$ cat src/rtl/command_decoder.sv
// command_decoder: assembles UART bytes into 1-byte short and 5-byte long host commands
module command_decoder #(
  parameter int unsigned TIMEOUT_CYCLES = 100000
) (
  input  logic        clock,
  input  logic        ext_reset_n,
  input  logic [7:0]  rx_data,
  input  logic        rx_valid,
  input  logic        rx_error,
  output logic [7:0]  opcode,
  output logic [31:0] command,
  output logic        cmd_recv_rx,
  output logic        cmd_long,
  output logic        timeout_err
);
  localparam int CW = $clog2(TIMEOUT_CYCLES);
  typedef enum logic {IDLE, ARGS} state_t;
  state_t      state_q;
  logic [1:0]  idx_q;
  logic [CW-1:0] cnt_q;
  logic [7:0]  pend_op_q, opcode_q;
  logic [31:0] pend_arg_q, command_q;
  logic        recv_q, long_q, timeout_q;
  assign opcode      = opcode_q;
  assign command     = command_q;
  assign cmd_recv_rx = recv_q;
  assign cmd_long    = long_q;
  assign timeout_err = timeout_q;
  always_ff @(posedge clock or negedge ext_reset_n) begin
    if (!ext_reset_n) begin
      state_q    <= IDLE;
      idx_q      <= '0;
      cnt_q      <= '0;
      pend_op_q  <= '0;
      pend_arg_q <= '0;
      opcode_q   <= '0;
      command_q  <= '0;
      recv_q     <= 1'b0;
      long_q     <= 1'b0;
      timeout_q  <= 1'b0;
    end else begin
      recv_q    <= 1'b0;
      timeout_q <= 1'b0;
      // a framing error beats a coincident byte and drops any partial command
      if (rx_error) begin
        state_q <= IDLE;
        idx_q   <= '0;
        cnt_q   <= '0;
      end else if (state_q == IDLE) begin
        if (rx_valid && !rx_data[7]) begin
          opcode_q  <= rx_data;
          command_q <= '0;
          long_q    <= 1'b0;
          recv_q    <= 1'b1;
        end else if (rx_valid) begin
          pend_op_q <= rx_data;
          idx_q     <= '0;
          cnt_q     <= '0;
          state_q   <= ARGS;
        end
      end else if (rx_valid) begin
        pend_arg_q[{idx_q, 3'b000} +: 8] <= rx_data;
        idx_q <= idx_q + 2'd1;
        cnt_q <= '0;
        if (idx_q == 2'd3) begin
          opcode_q  <= pend_op_q;
          command_q <= {rx_data, pend_arg_q[23:0]};
          long_q    <= 1'b1;
          recv_q    <= 1'b1;
          state_q   <= IDLE;
        end
      end else if (cnt_q == CW'(TIMEOUT_CYCLES - 1)) begin
        timeout_q <= 1'b1;
        state_q   <= IDLE;
        idx_q     <= '0;
        cnt_q     <= '0;
      end else begin
        cnt_q <= cnt_q + 1'b1;
      end
    end
  end
endmodule
$ cat config.mk
export PLATFORM = sky130hd
export DESIGN_NAME = command_decoder
export DESIGN_NICKNAME = d
export VERILOG_FILES = /design/src/rtl/command_decoder.sv
export SDC_FILE = /design/constraint.sdc
export NUM_CORES = 1
export LEC_CHECK = 0
export ABC_AREA = 1
export ABC_CLOCK_PERIOD_IN_PS = 1800
export CORE_MARGIN = 2
export CORE_UTILIZATION = 50
export DETAILED_ROUTE_END_ITERATION = 10
export PLACE_DENSITY = 0.73
export SLEW_MARGIN = 30
export SYNTH_ARGS = -nofsm -noshare
export SYNTH_HDL_FRONTEND = slang
export SYNTH_SLANG_ARGS = --single-unit
$ cat constraint.sdc
create_clock -name clock -period 1.8 [get_ports clock]
set_input_delay 0.27 -clock clock [delete_from_list [all_inputs] [get_ports clock]]
set_output_delay 0.27 -clock clock [all_outputs]
set_load 0.02 [all_outputs]
==> out/results.ini <==
[grt]
gr-usage-met3_pct=4.101
antenna_found_initial=0
grt_overflow_total=0
grt_pass1_vias=3420
grt_busiest_layer=met2
grt_pass1_wl_microns=16620
met2_usage_pct=34.46
grt_max_degree=59
met1_usage_pct=31.05
grt.total_usage_pct=21.80

[worst_setup_path]
arrival_ns=1.37
r2r_slack_ns=0.19
crit_required_ns=1.53
cpLargestDelayFamily=buffers and inverters
crit_chain=clkdlybuf4s50_1
crit_slowest_cell=clkdlybuf4s50_1
worst-path-buf-inv=1
worstSetupStartpoint=command[30]
r2r-start=cnt_q[0]
max_stage_delay_ns=0.61
critPathLaunchType=flip-flop
crit_fanout=2
criticalPathCategory=reg2out
worstSetupEndpointType=output pin

[finish]
fin_cells=674
final_util_pct=61.34
finish.instance_area_sq_um=5271
areaGrowthSynthToFinish_pct=21.17
n_antenna_cell=0
layout_commonest_cell=dfrtp_1
drive_above_1_share_pct=8.657
final_cell_mix=dfrtp_1 (95), nand2_1 (78), inv_1 (64), nand3_1 (64), o21ai_0 (63)
final_nets=579

[logic_synthesis]
synthesis.area_sq_um=4350
yosysTopAreaCell=dfrtp_1
syn_inst=496
synth_edf_count=0
yosysWarnings=0
synthFlopType=dfrtp_1
netlist-cell-type-count=28
yosysTopAreaCellShare_pct=54.64
synth_seq_area_share_pct=54.64
synth_seq_cells=95
synth_area_leaders=dfrtp_1 (55%), nand3_1 (7.4%), o21ai_0 (7.2%), nand2_1 (6.9%), inv_1 (5.5%)
syn_area_per_cell_sq_um=8.771
synth-async-reset-ratio_pct=100.0
syn-num-nets=514

[timing]
finalSetupViolCount=0
worst_clock_skew_ns=0.01329
rsz0062_at_grt=no
finalHoldViolCount=0
slew_violations=0
fmax_mhz=608.7
worstMarginPinSlew_ns=0.4645
period_share_pct=91.27
slew-limit-headroom_pct=68.79
min_period_ns=1.643
holdWs_ns=0.3492

[floorplanning]
die_area_sq_um=9463
dieHeight_microns=97.28
start_util_pct=50.63
coreArea_sq_um=8593
rows=34
die_width_microns=97.28
ioPinCount=55

[placement]
place_area_sq_um=5040
dp.cells=656
dp_hpwl_microns=6811
place_congestion=0.9024
io_buffers=54

[detailed_routing]
route.detailed.drc=0
first_pass_iters=4
avgRoutedWirePerCell_microns=14.68
via_per_inst=5.355
num_vias=3609
wl_microns=9894
drt_iter0_drc=252
ant_nets=0

[worst_hold_path]
min_path_type=in2async

[clocking]
clk_latency_ns=0.37
cts_buffers=9
cts_max_level=3
clkTransAtPathRegs_ns=0.10
clockBufferDepth=2
cts_tree=done
clock_sinks=95
root_buffer=clkbuf_8

[job]
max_cap_violations=0

[power_and_ir_drop]
finalPower_mw=4.335
powerDensity_nw_per_um2=822.4
p_leak_nw=2.483
max-vdd-ir-drop_uv=380.1

[run_status]
status=complete, no violations

==> worst paths after layout <==
kind                             endpoint  depth (start not counted)
min                           command[29]                          2
min in group clock           pend_op_q[7]                          2
max                           command[30]                          1
max in group asynchronous  pend_arg_q[14]                          3
max reg2reg                     cnt_q[14]                          9
min reg2reg                  pend_op_q[7]                          2
==> metal layers <==
metal	vias up	share of wire, %
met2	99	47
met1	1750	47
met4	0	1.3
met5	-	0
met3	14	5.0
li1	1746	-
==> cell type report <==
cell class	count	area, sq um
clock buffer	9	123.9
clock inverter	7	80.08
timing repair buffer	73	720.7
inverter	67	251.5
multi-input combinational	315	1583
fill	740	3322
sequential	95	2377
tap	108	135.1
==> repair_timing <==
item	in CTS	in global routing
buffers inserted	0	1
setup endpoints to repair	0	11
hold buffers	1	0
gates resized for setup	0	3
endpoints found under the hold margin	26	0
==> cell usage after synthesis, drive strengths merged (2+ instances only) <==
master / count
dfrtp: 95
nand2: 85
o21ai: 74
inv: 67
nand3: 64
nor2: 44
buf: 16
nand4: 15
a31oi: 7
ha: 6
a21oi: 4
nor3: 4
xor2: 4
clkbuf: 3
o21bai: 2
==> cells by family after synthesis <==
group	after synthesis	share of synthesized area, %
buffers and inverters	86	9.203
XOR/XNOR	4	0.8052
AND/OR/NAND/NOR	214	22.63
AO/OA/AOI/OAI	91	10.99
adder cells (fa/ha/maj)	6	1.726
flip-flops	95	54.64
==> power by group <==
part           internal [mW]  switching, mW
logic                  0.201          0.314
clock network          0.662          0.815
registers               2.28         0.0637
==> flip-flops by register name (all words and copies together) (netlist names) <==
| signal | count |
|---|---|
| opcode | 8 |
| state_q | 1 |
| command | 32 |
| timeout_err | 1 |
| pend_op_q | 8 |
| idx_q | 2 |
| cmd_recv_rx | 1 |
| cnt_q | 17 |
| cmd_long | 1 |
| pend_arg_q | 24 |
==> stage by stage <==
| stage | setup TNS (ns) | setup slack, ns |
|---|---|---|
| floorplan | 0 | 0.1760 |
| global placement | 0 | 0.03814 |
| detailed placement | -0.04891 | -0.04116 |
| CTS | 0 | 0.02158 |
| global route | 0 | 0.01968 |
| finish | 0 | 0.1572 |
Power figures use the tool's default switching activity.
